`config.mk`:
```
export PLATFORM = sky130hd
export DESIGN_NAME = uart_cmd_ctrl
export DESIGN_NICKNAME = d
export VERILOG_FILES = /design/src/rtl/uart_cmd_ctrl.sv
export SDC_FILE = /design/constraint.sdc
export NUM_CORES = 1
export LEC_CHECK = 0
export CORE_MARGIN = 3
export CORE_UTILIZATION = 39
export CTS_CLUSTER_DIAMETER = 50
export DETAILED_ROUTE_END_ITERATION = 8
export HOLD_SLACK_MARGIN = 0.1
export PLACE_DENSITY = 0.68
export SYNTH_ARGS = -nofsm -noshare
export SYNTH_HDL_FRONTEND = slang
export SYNTH_SLANG_ARGS = --single-unit
```
`constraint.sdc`:
```
create_clock -name clk -period 5.3 [get_ports clk]
set_input_delay 0.795 -clock clk [delete_from_list [all_inputs] [get_ports clk]]
set_output_delay 0.795 -clock clk [all_outputs]
set_load 0.05 [all_outputs]
```
`src/rtl/uart_cmd_ctrl.sv`:
```
`default_nettype none
// ============================================================================
// Module      : uart_cmd_ctrl
// Description : Host register bridge over a UART pair. Generates baudclk16,
//               parses 'W' addr data / 'R' addr commands and returns a
//               one-byte response ('K', read data or '?').
// Revision    : 1.0 - initial release
// ============================================================================
module uart_cmd_ctrl #(
    parameter int BAUD_DIV      = 27,
    parameter int TIMEOUT_TICKS = 4096
) (
    input  logic       clk,
    input  logic       reset,
    output logic       baudclk16,
    input  logic [7:0] rx_data,
    input  logic       rx_ready,
    output logic       rx_read,
    output logic [7:0] tx_data,
    output logic       tx_write,
    input  logic       tx_ready,
    output logic [7:0] reg_addr,
    output logic [7:0] reg_wdata,
    output logic       reg_we,
    output logic       reg_re,
    input  logic [7:0] reg_rdata,
    output logic [7:0] err_count
);

    localparam int c_baud_w = (BAUD_DIV > 2) ? $clog2(BAUD_DIV) : 1;
    localparam int c_tick_w = $clog2(TIMEOUT_TICKS + 1);
    localparam logic [c_baud_w-1:0] c_baud_last = c_baud_w'(BAUD_DIV - 1);
    localparam logic [c_tick_w-1:0] c_tick_last = c_tick_w'(TIMEOUT_TICKS - 1);
    localparam logic [7:0] c_op_write  = 8'h57;
    localparam logic [7:0] c_op_read   = 8'h52;
    localparam logic [7:0] c_resp_ok   = 8'h4B;
    localparam logic [7:0] c_resp_bad  = 8'h3F;

    typedef enum logic [2:0] {
        S_IDLE      = 3'd0,
        S_GET_ADDR  = 3'd1,
        S_GET_DATA  = 3'd2,
        S_DO_WRITE  = 3'd3,
        S_DO_READ   = 3'd4,
        S_RD_WAIT   = 3'd5,
        S_SEND      = 3'd6,
        S_SEND_WAIT = 3'd7
    } state_t;

    state_t              r_state;
    state_t              w_state_nxt;
    logic [c_baud_w-1:0] r_baud_cnt;
    logic [c_tick_w-1:0] r_tick_cnt;
    logic [c_tick_w-1:0] w_tick_cnt_nxt;
    logic                r_op_read;
    logic                w_op_read_nxt;
    logic [7:0]          r_tx_byte;
    logic [7:0]          w_tx_byte_nxt;
    logic [7:0]          r_tx_data;
    logic [7:0]          w_tx_data_nxt;
    logic [7:0]          r_reg_addr;
    logic [7:0]          w_reg_addr_nxt;
    logic [7:0]          r_reg_wdata;
    logic [7:0]          w_reg_wdata_nxt;
    logic                r_rx_read;
    logic                w_rx_read_nxt;
    logic                r_tx_write;
    logic                w_tx_write_nxt;
    logic                r_reg_we;
    logic                w_reg_we_nxt;
    logic                r_reg_re;
    logic                w_reg_re_nxt;
    logic [7:0]          r_err_count;
    logic                w_err_inc;
    logic                w_baud_tick;
    logic                w_take;
    logic                w_expire;

    assign w_baud_tick = (r_baud_cnt == c_baud_last);
    // uart_rx still shows the consumed byte during the rx_read cycle
    assign w_take      = rx_ready && !r_rx_read;
    assign w_expire    = w_baud_tick && (r_tick_cnt == c_tick_last);

    assign baudclk16 = w_baud_tick;
    assign rx_read   = r_rx_read;
    assign tx_data   = r_tx_data;
    assign tx_write  = r_tx_write;
    assign reg_addr  = r_reg_addr;
    assign reg_wdata = r_reg_wdata;
    assign reg_we    = r_reg_we;
    assign reg_re    = r_reg_re;
    assign err_count = r_err_count;

    always_ff @(posedge clk) begin
        if (reset) begin
            r_baud_cnt <= '0;
        end else if (w_baud_tick) begin
            r_baud_cnt <= '0;
        end else begin
            r_baud_cnt <= r_baud_cnt + 1'b1;
        end
    end

    always_ff @(posedge clk) begin
        if (reset) begin
            r_state     <= S_IDLE;
            r_tick_cnt  <= '0;
            r_op_read   <= 1'b0;
            r_tx_byte   <= 8'h00;
            r_tx_data   <= 8'h00;
            r_reg_addr  <= 8'h00;
            r_reg_wdata <= 8'h00;
            r_rx_read   <= 1'b0;
            r_tx_write  <= 1'b0;
            r_reg_we    <= 1'b0;
            r_reg_re    <= 1'b0;
            r_err_count <= 8'h00;
        end else begin
            r_state     <= w_state_nxt;
            r_tick_cnt  <= w_tick_cnt_nxt;
            r_op_read   <= w_op_read_nxt;
            r_tx_byte   <= w_tx_byte_nxt;
            r_tx_data   <= w_tx_data_nxt;
            r_reg_addr  <= w_reg_addr_nxt;
            r_reg_wdata <= w_reg_wdata_nxt;
            r_rx_read   <= w_rx_read_nxt;
            r_tx_write  <= w_tx_write_nxt;
            r_reg_we    <= w_reg_we_nxt;
            r_reg_re    <= w_reg_re_nxt;
            if (w_err_inc && (r_err_count != 8'hFF)) begin
                r_err_count <= r_err_count + 8'd1;
            end
        end
    end

    always_comb begin
        w_state_nxt     = r_state;
        w_tick_cnt_nxt  = r_tick_cnt;
        w_op_read_nxt   = r_op_read;
        w_tx_byte_nxt   = r_tx_byte;
        w_tx_data_nxt   = r_tx_data;
        w_reg_addr_nxt  = r_reg_addr;
        w_reg_wdata_nxt = r_reg_wdata;
        w_rx_read_nxt   = 1'b0;
        w_tx_write_nxt  = 1'b0;
        w_reg_we_nxt    = 1'b0;
        w_reg_re_nxt    = 1'b0;
        w_err_inc       = 1'b0;

        case (r_state)
            S_IDLE: begin
                if (w_take) begin
                    w_rx_read_nxt  = 1'b1;
                    w_tick_cnt_nxt = '0;
                    if (rx_data == c_op_write) begin
                        w_op_read_nxt = 1'b0;
                        w_state_nxt   = S_GET_ADDR;
                    end else if (rx_data == c_op_read) begin
                        w_op_read_nxt = 1'b1;
                        w_state_nxt   = S_GET_ADDR;
                    end else begin
                        w_tx_byte_nxt = c_resp_bad;
                        w_err_inc     = 1'b1;
                        w_state_nxt   = S_SEND;
                    end
                end
            end

            S_GET_ADDR: begin
                // A byte on the expiry cycle still counts
                if (w_take) begin
                    w_rx_read_nxt  = 1'b1;
                    w_tick_cnt_nxt = '0;
                    w_reg_addr_nxt = rx_data;
                    w_reg_re_nxt   = r_op_read;
                    w_state_nxt    = r_op_read ? S_DO_READ : S_GET_DATA;
                end else if (w_expire) begin
                    w_err_inc   = 1'b1;
                    w_state_nxt = S_IDLE;
                end else if (w_baud_tick) begin
                    w_tick_cnt_nxt = r_tick_cnt + 1'b1;
                end
            end

            S_GET_DATA: begin
                if (w_take) begin
                    w_rx_read_nxt   = 1'b1;
                    w_tick_cnt_nxt  = '0;
                    w_reg_wdata_nxt = rx_data;
                    w_reg_we_nxt    = 1'b1;
                    w_state_nxt     = S_DO_WRITE;
                end else if (w_expire) begin
                    w_err_inc   = 1'b1;
                    w_state_nxt = S_IDLE;
                end else if (w_baud_tick) begin
                    w_tick_cnt_nxt = r_tick_cnt + 1'b1;
                end
            end

            S_DO_WRITE: begin
                w_tx_byte_nxt = c_resp_ok;
                w_state_nxt   = S_SEND;
            end

            S_DO_READ: begin
                w_state_nxt = S_RD_WAIT;
            end

            S_RD_WAIT: begin
                w_tx_byte_nxt = reg_rdata;
                w_state_nxt   = S_SEND;
            end

            S_SEND: begin
                if (tx_ready) begin
                    w_tx_write_nxt = 1'b1;
                    w_tx_data_nxt  = r_tx_byte;
                    w_state_nxt    = S_SEND_WAIT;
                end
            end

            S_SEND_WAIT: begin
                // tx_ready only drops after the write cycle, so skip that cycle
                if (!r_tx_write && tx_ready) begin
                    w_state_nxt = S_IDLE;
                end
            end

            default: begin
                w_state_nxt = S_IDLE;
            end
        endcase
    end

endmodule
`default_nettype wire
```
# Yosys cells after proc, flatten, opt, wreduce, memory -nomap -nowiden
# Cells that the tools add are included.
word_totals:
  reg_bits: 66
  out_inout_bits: 37
  wordCells: 94
op_classes:
  addsub: 3
  n_eq_ne: 19
  muxes: 29
  bitwise: 5
  reduce_logical: 25
op_table:
  columns: ["cell", "count"]
  rows:
  - ["13-bit 2-to-1 mux", 4]
  - ["3-bit 2-to-1 mux", 9]
  - ["13-bit case mux with 2 select lines", 1]
  - ["8-bit 2-to-1 mux", 3]
  - ["8-bit case mux with 3 select lines", 1]
  - ["3-bit case mux with 7 select lines", 1]
  - ["8-bit by 7-bit == test with 1-bit output, second input constant", 2]
  - ["13-bit by 1-bit adder with 13-bit output, second input constant", 1]
  - ["13-bit by 12-bit == test with 1-bit output, second input constant", 1]
  - ["3-bit == test, second input constant", 4]
  - ["2-bit OR reduction", 6]
  - ["2-bit inequality test, second input constant", 5]
  - ["1-bit 2-to-1 mux", 9]
  - ["8-bit by 1-bit adder with 8-bit output, second input constant", 1]
  - ["8-bit inequality test, second input constant", 1]
  - ["4-bit AND reduction", 2]
  - ["3-bit by 2-bit == test with 1-bit output, second input constant", 2]
  - ["2-bit AND reduction", 3]
  - ["3-bit AND reduction", 2]
  - ["3-bit OR reduction", 2]
  - ["5-bit by 1-bit adder with 5-bit output, second input constant", 1]
  - ["5-bit == test, second input constant", 1]
  - ["1-bit NOT", 5]
  - ["1-bit logical AND", 4]
  - ["8 further kinds", 10]

# Depth between registers and ports, before layout
# Gate-level depths: netlist of the first run.
depth:
  depth_word: 6
  ltp_mapped: 8
  depth_no_buf: 7

# Worst setup path after synthesis of the first run
# Ideal clock, no wire load.
synth_path:
  path_kind: "input port to flip-flop"
  startpoint: "input port rx_ready"
  endpoint: "register r_err_count[0], in the netlist err_count[0]"
  setup_time_ps: 70
  arrival_time_ps: 2118
  required_ps: 5230
  path_slack_ps: 3112
  stages: 7
  path_buffers: 2
  cell_sequence: "nor2b_1 -> buf_8 -> nor3_2 -> a31oi_2 -> buf_2 -> or3_1 -> a21oi_1"
synth_via:
  elab_chain_len: 4
synth_lines:
  columns: ["item", "line", "text"]
  rows:
  - ["start: declaration", "17", "input logic rx_ready,"]
  - ["1-bit logical AND *", "81", "assign w_take = rx_ready && !r_rx_read;"]
  - ["1-bit 2-to-1 mux, on equally long branches", "186, 152", null]
  - ["1-bit case mux with 2 select lines *", "150", "case (r_state)"]
  - ["1-bit logical AND *", "130", "if (w_err_inc && (r_err_count != 8'hFF)) begin"]
  - ["end signal: assignment", "131", "r_err_count <= r_err_count + 8'd1;"]
  - ["end: declaration", "73", "logic [7:0] r_err_count;"]
# Mark *: on every way between the ends. The rest lies on a longest branch, timed or not.
# A chain may end at the register's enable or synchronous reset.

# Worst setup path after layout of the first run
layout_path:
  startpoint: "register r_baud_cnt[0]"
  endpoint: "output port baudclk16"
layout_via:
  elab_chain_len: 1
layout_lines:
  columns: ["item", "line", "text"]
  rows:
  - ["start: declaration", "52", "logic [c_baud_w-1:0] r_baud_cnt;"]
  - ["start signal: assignment", "100", "r_baud_cnt <= r_baud_cnt + 1'b1;"]
  - ["5-bit == test", "79", "assign w_baud_tick = (r_baud_cnt == c_baud_last);"]
  - ["end: declaration", "15", "output logic baudclk16,"]
# Every way passes these cells.

==> metrics, run 1 <==
antenna-violating nets left 0; leading cell types by count after synthesis dfxtp_1 (66), nor2_1 (47), a21oi_1 (33); CTS tree done; Synth area leader dfxtp_1; I/O Pins between 50 and 60; Post-synth EDFFs 0; clock power share between 20% and 30%; combinational power share ~31%; Sw Ratio 37.59%; worst path arrival time 2.05 ns; worst hold path type reg -> reg; Clock Latency Late Sink 0.34 ns; Area Growth Syn to Fin 22.64%; die width approximately 95 um; yosys warns 0; worst r2r src r_tick_cnt[0]; Hold Vio Cnt, Final 0; DR iter-0 viols 196; # nets final 429; Fill cells 699; setup TNS 0 ns; sequential area share after synthesis 42.46%; Post-CTS Resized 0; finished layout cell area 0.003816 mm^2; Slowest Stage Delay on Critical Path 0.84 ns; Yosys top cell area share 42.46%; Slew @ Worst Pin 1.063 ns; unrepaired setup endpoints after global routing no; Worst Hold Launch r_tx_byte[1]; H-tree levels 3; Die H 95.33 um; initial antenna violation count 0; Cell Chain, Critical Path inv_1 -> ha_1 -> and4b_2 -> clkdlybuf4s50_1; Worst Setup Start Kind register; clock tree sinks 66; leakage 1.348 nW; largest net degree at the start of global routing just under 60; max_cap viols 0; WP data required 4.51 ns; Bufs and invs on worst path 2; setup violators final 0; vias post-DR 2674; Avg Vias per Cell 5.264; total power 1.460 mW; Cell Int Power approximately 0.91 mW; gr usage total approximately 16%; syn nets ~380; GPL Wtd Cong between 0.8 and 0.9; critical path's top delay family buffers and inverters; headroom to the max-slew limit 29.17%; r2r worst-path depth 6; root buffer selected by CTS clkbuf_8; Worst Hold End tx_data[1]; Synth area leaders dfxtp_1 (42%), nor2_1 (5.7%), a21oi_1 (5.3%); Tmin final approximately 2.8 ns; WHS Path Cells 2; #FFs+latches synth 66; Crit. End Element output port; Routed WL 6.978 mm; Cells after Synth 359; Total Die Area 0.009087 mm^2; reg2reg setup slack 2.89 ns; maximum clock insertion buffer count 2; Synth async-reset ratio 0%; Final Slew Violations 0; mapped cell area between 0.003 and 0.004 mm^2; period utilization 53.62%; Crit Path Max Fanout 5; ys flop type dfxtp_1; Rows 31; FMAX 351.9 MHz; post-DR wirelength/cell 13.74 um; Setup CP Type reg -> out; Max rail drop VDD 0.1857 mV; Antenna Cells 0; Num CTS Buffers 9; Sequential Power Share 43.3%; Detail Placement HPWL 4.804 mm; Slowest-stage cell, CP clkdlybuf4s50_1; Final Skew between 0.009 and 0.01 ns; IO buf count 56; Clock transition at path regs 0.07 ns; core area approximately 0.0075 mm^2; DRC 0; dpl cell area roughly 0.0036 mm^2; Pre-antenna DRT Iters 4; endpoint of the worst register-to-register path r_tick_cnt[7]; P_sw 0.5489 mW; Setup Buffers After CTS 0; layout cells sized above 1 between 7 and 8%; count leader, synth dfxtp_1; Cell variety after synth 56; Power per Cell Area roughly 380 mW/mm^2; run status complete, no violations; vias in the first global route 2516; # hold bufs at CTS 0; gr ovfl total 0; Initial Util 41.57%; first-pass GRT wire length 11.57 mm; Avg Synthesized Cell Area 8.668 um^2
## layout make-up
type | count | area [um^2] | area share, %
timing repair buffer | 56 | 555.5 | 14.56
inverter | 9 | 33.78 | 0.8852
clock inverter | 2 | 12.51 | 0.3279
clock buffer | 13 | 158.9 | 4.164
sequential | 66 | 1321 | 34.62
tap | 99 | 123.9 | 3.246
multi-input combinational | 263 | 1610 | 42.20
## power by group through the flow
stage	Sequential (mW)	Combinational [mW]	Clock, mW
CTS	0.632	0.457	0.385
floorplan	0.665	0.343	0
global placement	0.640	0.448	0
detailed placement	0.642	0.455	0
finish	0.632	0.454	0.374
global route	0.645	0.508	0.406
## registers in the layout, indices dropped and copies added, names as in the netlist
register    cells
tx_data         8
reg_we          1
reg_wdata       8
reg_re          1
r_baud_cnt      5
tx_write        1
r_tx_byte       8
r_tick_cnt     13
rx_read         1
r_state         3
err_count       8
reg_addr        8
r_op_read       1
## stage by stage
step / std cells / setup WS, ns / util [%] / hold WS (ns)
after floorplan: 359 / 3.112 / - / 0.4292
after global placement: 493 / 2.322 / 48.69 / 0.4401
after detailed placement: 493 / 2.259 / 48.69 / 0.4466
after CTS: 508 / 2.433 / 50.98 / 0.4564
after global routing: 508 / 2.354 / 50.98 / 0.4727
final: 508 / 2.458 / 50.98 / 0.4524
## worst max-delay path by stage
stage / startpoint / to / slack (ns) / cells past startpoint
after floorplan: rx_ready / err_count[0] / 3.11 / 7
after global placement: rx_ready / r_tick_cnt[10] / 2.32 / 6
after detailed placement: rx_ready / r_tick_cnt[10] / 2.26 / 6
after CTS: r_baud_cnt[0] / baudclk16 / 2.43 / 4
after global routing: r_baud_cnt[0] / baudclk16 / 2.35 / 4
final: r_baud_cnt[0] / baudclk16 / 2.46 / 4
## kinds of logic after synthesis
| kind of cell | Yosys count | synth area share (%) |
|---|---|---|
| simple gates | 162 | 28.23 |
| mux | 15 | 4.825 |
| flops | 66 | 42.46 |
| xor+xnor | 6 | 1.689 |
| fa+ha+maj | 4 | 1.608 |
| buf+inv | 30 | 5.790 |
| compound gates | 76 | 15.40 |
## per-layer routing
layer | up-vias | global-route usage (%) | share of wire (%)
met4 | 0 | 5.409 | 1.1
met2 | 63 | 24.61 | 45
li1 | 1376 | - | -
met5 | - | 0 | 0
met1 | 1229 | 21.27 | 47
met3 | 6 | 5.998 | 6.4
## worst reg2reg max path, cell delays in order (launching register included)
cell and delay [ns]:
dfxtp_1 0.37, ha_1 0.22, nand3_1 0.24, nor4b_2 0.50, o31a_1 0.57, o22ai_1 0.17
a32o_1 0.24
## placed cells by master, fill, tap and decap left out, types with 5 or more instances in the layout
master and n:
and3_1 5, nor3_1 8, mux2i_1 15, clkdlybuf4s50_1 55, or4_1 10, o21ai_0 15, nand3_1 14, a21oi_1 33
or3_2 5, o31ai_1 8, clkbuf_8 11, inv_1 9, nand2b_1 6, nor2b_1 7, or3_1 5, dfxtp_1 66
nor2_1 47, nand2_1 29
(Power assumes the default switching activity.)
==> inputs of run 2 (changes only) <==
--- a/config.mk
+++ b/config.mk
@@ -10,7 +10,7 @@
 export CTS_CLUSTER_DIAMETER = 50
 export DETAILED_ROUTE_END_ITERATION = 8
 export HOLD_SLACK_MARGIN = 0.1
-export PLACE_DENSITY = 0.68
+export PLACE_DENSITY = 0.71
 export SYNTH_ARGS = -nofsm -noshare
 export SYNTH_HDL_FRONTEND = slang
 export SYNTH_SLANG_ARGS = --single-unit
==> constraint.sdc (replaced) <==
create_clock -name clk -period 2.28 [get_ports clk]
set_input_delay 0.342 -clock clk [delete_from_list [all_inputs] [get_ports clk]]
set_output_delay 0.342 -clock clk [all_outputs]
set_load 0.05 [all_outputs]
==> run 2 against run 1 <==
Effect of this change:
- clock power rose to 2.6 times the previous value
- sequential cell count unchanged
- non-clock buffer count up 32
- power rose to 2.5 times the previous value
- design area up 7.0%
- critical path depth up 1
- first-iteration DRC count down 24%
- critical path type is now reg -> reg
- largest cell class unchanged
- largest power group unchanged
==> metrics, run 2 (synthesis results as in run 1) <==
# nets final 461 (was 429); max reg flops 13 (unchanged); CTS tree done (unchanged); Crit Path Max Fanout 14 (was 5); headroom to the max-slew limit 65.09% (was 29.17%); Setup Buffers After CTS 0 (unchanged); commonest non-fill, non-tap cell in the layout dfxtp_1 (unchanged); Max rail drop VDD 0.5675 mV (was 0.1857 mV); Worst Hold End r_tx_byte[7] (was tx_data[1]); Pre-antenna DRT Iters 4 (unchanged); leakage 1.515 nW (was 1.348 nW); Avg Vias per Cell 5.185 (was 5.264); H-tree levels 3 (unchanged); most frequent cells in the layout dfxtp_1 (66), clkdlybuf4s50_1 (54), nor2_1 (47), a21oi_1 (33), buf_4 (33) (was dfxtp_1 (66), clkdlybuf4s50_1 (55), nor2_1 (47), a21oi_1 (33), nand2_1 (29)); Worst Setup Start Kind register (unchanged); Final Slew Violations 0 (unchanged); post-DR wirelength/cell 13.28 um (was 13.74 um); Total Die Area 0.009087 mm^2 (unchanged); clock tree sinks 66 (unchanged); WHS Path Cells 2 (unchanged); Rows 31 (unchanged); Clock Latency Late Sink 0.34 ns (about the same); Fill cells 647 (was 699); core area 0.007486 mm^2 (unchanged); Initial Util 41.57% (unchanged); IO buf count 56 (unchanged); Setup CP Type reg -> reg (was reg -> out); Non-Filler Instances 540 (was 508); Crit. End Element register (was output port); DRC 0 (unchanged); # hold bufs at CTS 0 (unchanged); die width 95.33 um (unchanged); reg2reg setup slack 0.14 ns (was 2.89 ns); endpoint of the worst register-to-register path err_count[5] (was r_tick_cnt[7]); first-pass GRT wire length 12.06 mm (was 11.57 mm); period utilization between 90% and 100%; r2r worst-path depth 5 (was 6); largest net degree at the start of global routing 23 (was 58); WP data required 2.55 ns (was 4.51 ns); Tmin final around 2.1 ns; Detail Placement HPWL 5.162 mm (was 4.804 mm); Area Growth Syn to Fin 31.28% (was 22.64%); vias post-DR 2800 (was 2674); Antenna Cells 0 (unchanged); layout cells sized above 1 15.42% (was 7.824%); I/O Pins 57 (unchanged); Largest Register r_tick_cnt (unchanged); Final Skew 0.008180 ns (was 0.009931 ns); Routed WL 7.171 mm (was 6.978 mm); Die H 95.33 um (unchanged); Worst Hold Launch reset (was r_tx_byte[1]); Power per Cell Area 905.2 mW/mm^2 (was 382.7 mW/mm^2); Clock transition at path regs 0.07 ns (about the same); antenna-violating nets left 0 (unchanged); Slew @ Worst Pin 0.5220 ns (was 1.063 ns); GPL Wtd Cong 0.8529 (was 0.8610); Post-CTS Resized 0 (unchanged); gr usage total 16.80% (was 16.23%); Hold Vio Cnt, Final 0 (unchanged); root buffer selected by CTS clkbuf_8 (unchanged); total power 3.698 mW (was 1.460 mW); setup violators final 0 (unchanged); Num CTS Buffers 9 (unchanged); DR iter-0 viols 148 (was 196); maximum clock insertion buffer count 2 (unchanged); vias in the first global route 2663 (was 2516); FMAX about 470 MHz; max_cap viols 0 (unchanged); worst r2r src r_state[1] (was r_tick_cnt[0]); run status complete, no violations (unchanged); initial antenna violation count 0 (unchanged); worst hold path type in -> reg (was reg -> reg); setup TNS 0 ns (unchanged); placed cells 525 (was 493); worst path arrival time 2.41 ns (was 2.05 ns); unrepaired setup endpoints after global routing no (unchanged); gr ovfl total 0 (unchanged)
[run 2: area by class of cell]
cell class,instances,area (um^2),area share [%]
Clock buffer,10,137.6,3.369
Clock inverter,5,55.05,1.348
Inverter,9,33.78,0.8270
Multi-Input combinational cell,263,1620,39.66
Sequential cell,66,1321,32.34
Tap cell,99,123.9,3.032
Timing Repair Buffer,88,793.3,19.42
[run 2: per-layer routing]
metal | up-vias | wire length [um] | track usage [%]
li1 | 1442 | - | -
met3 | 11 | 377 | 5.525
met5 | - | 0 | 0
met2 | 56 | 3221 | 26.65
met1 | 1291 | 3460 | 21.15
met4 | 0 | 112 | 6.370
[run 2: report_power, final]
group          total, mW  internal, mW  switching [mW]
sequential          1.41          1.28           0.125
clock              0.972         0.524           0.447
combinational       1.32         0.541           0.776
total               3.70          2.35            1.35
[run 2: worst max-delay path by stage]
stage / start / end / slack, ns / cells past startpoint
global placement: rx_ready / r_tick_cnt[10] / -0.06 / 7
finish: r_state[1] / err_count[5] / 0.14 / 5
global route: r_baud_cnt[0] / r_tick_cnt[10] / 0.05 / 7
floorplan: r_baud_cnt[0] / r_tick_cnt[10] / 0.16 / 8
detailed placement: rx_ready / r_tick_cnt[10] / -0.14 / 7
CTS: r_tick_cnt[0] / r_tick_cnt[7] / 0.10 / 7
[run 2: critical path, stage by stage, from the launching register on]
cell and delay, ns:
dfxtp_1 0.43, nor3_2 0.46, o311a_1 0.35, a31oi_4 0.11
or4_1 0.55, a21oi_1 0.16
[run 2: stage by stage]
step | hold WS (ns) | utilization (%) | instance area, um^2 | worst slack, ns
3_5_place_dp | 0.4488 | 51.86 | 3882 | -0.1381
6_report | 0.3732 | 54.57 | 4085 | 0.1409
3_3_place_gp | 0.4434 | 51.86 | 3882 | -0.05805
2_1_floorplan | 0.4292 | - | 3112 | 0.1594
4_1_cts | 0.3574 | 54.44 | 4075 | 0.1036
5_1_grt | 0.3656 | 54.57 | 4085 | 0.04591
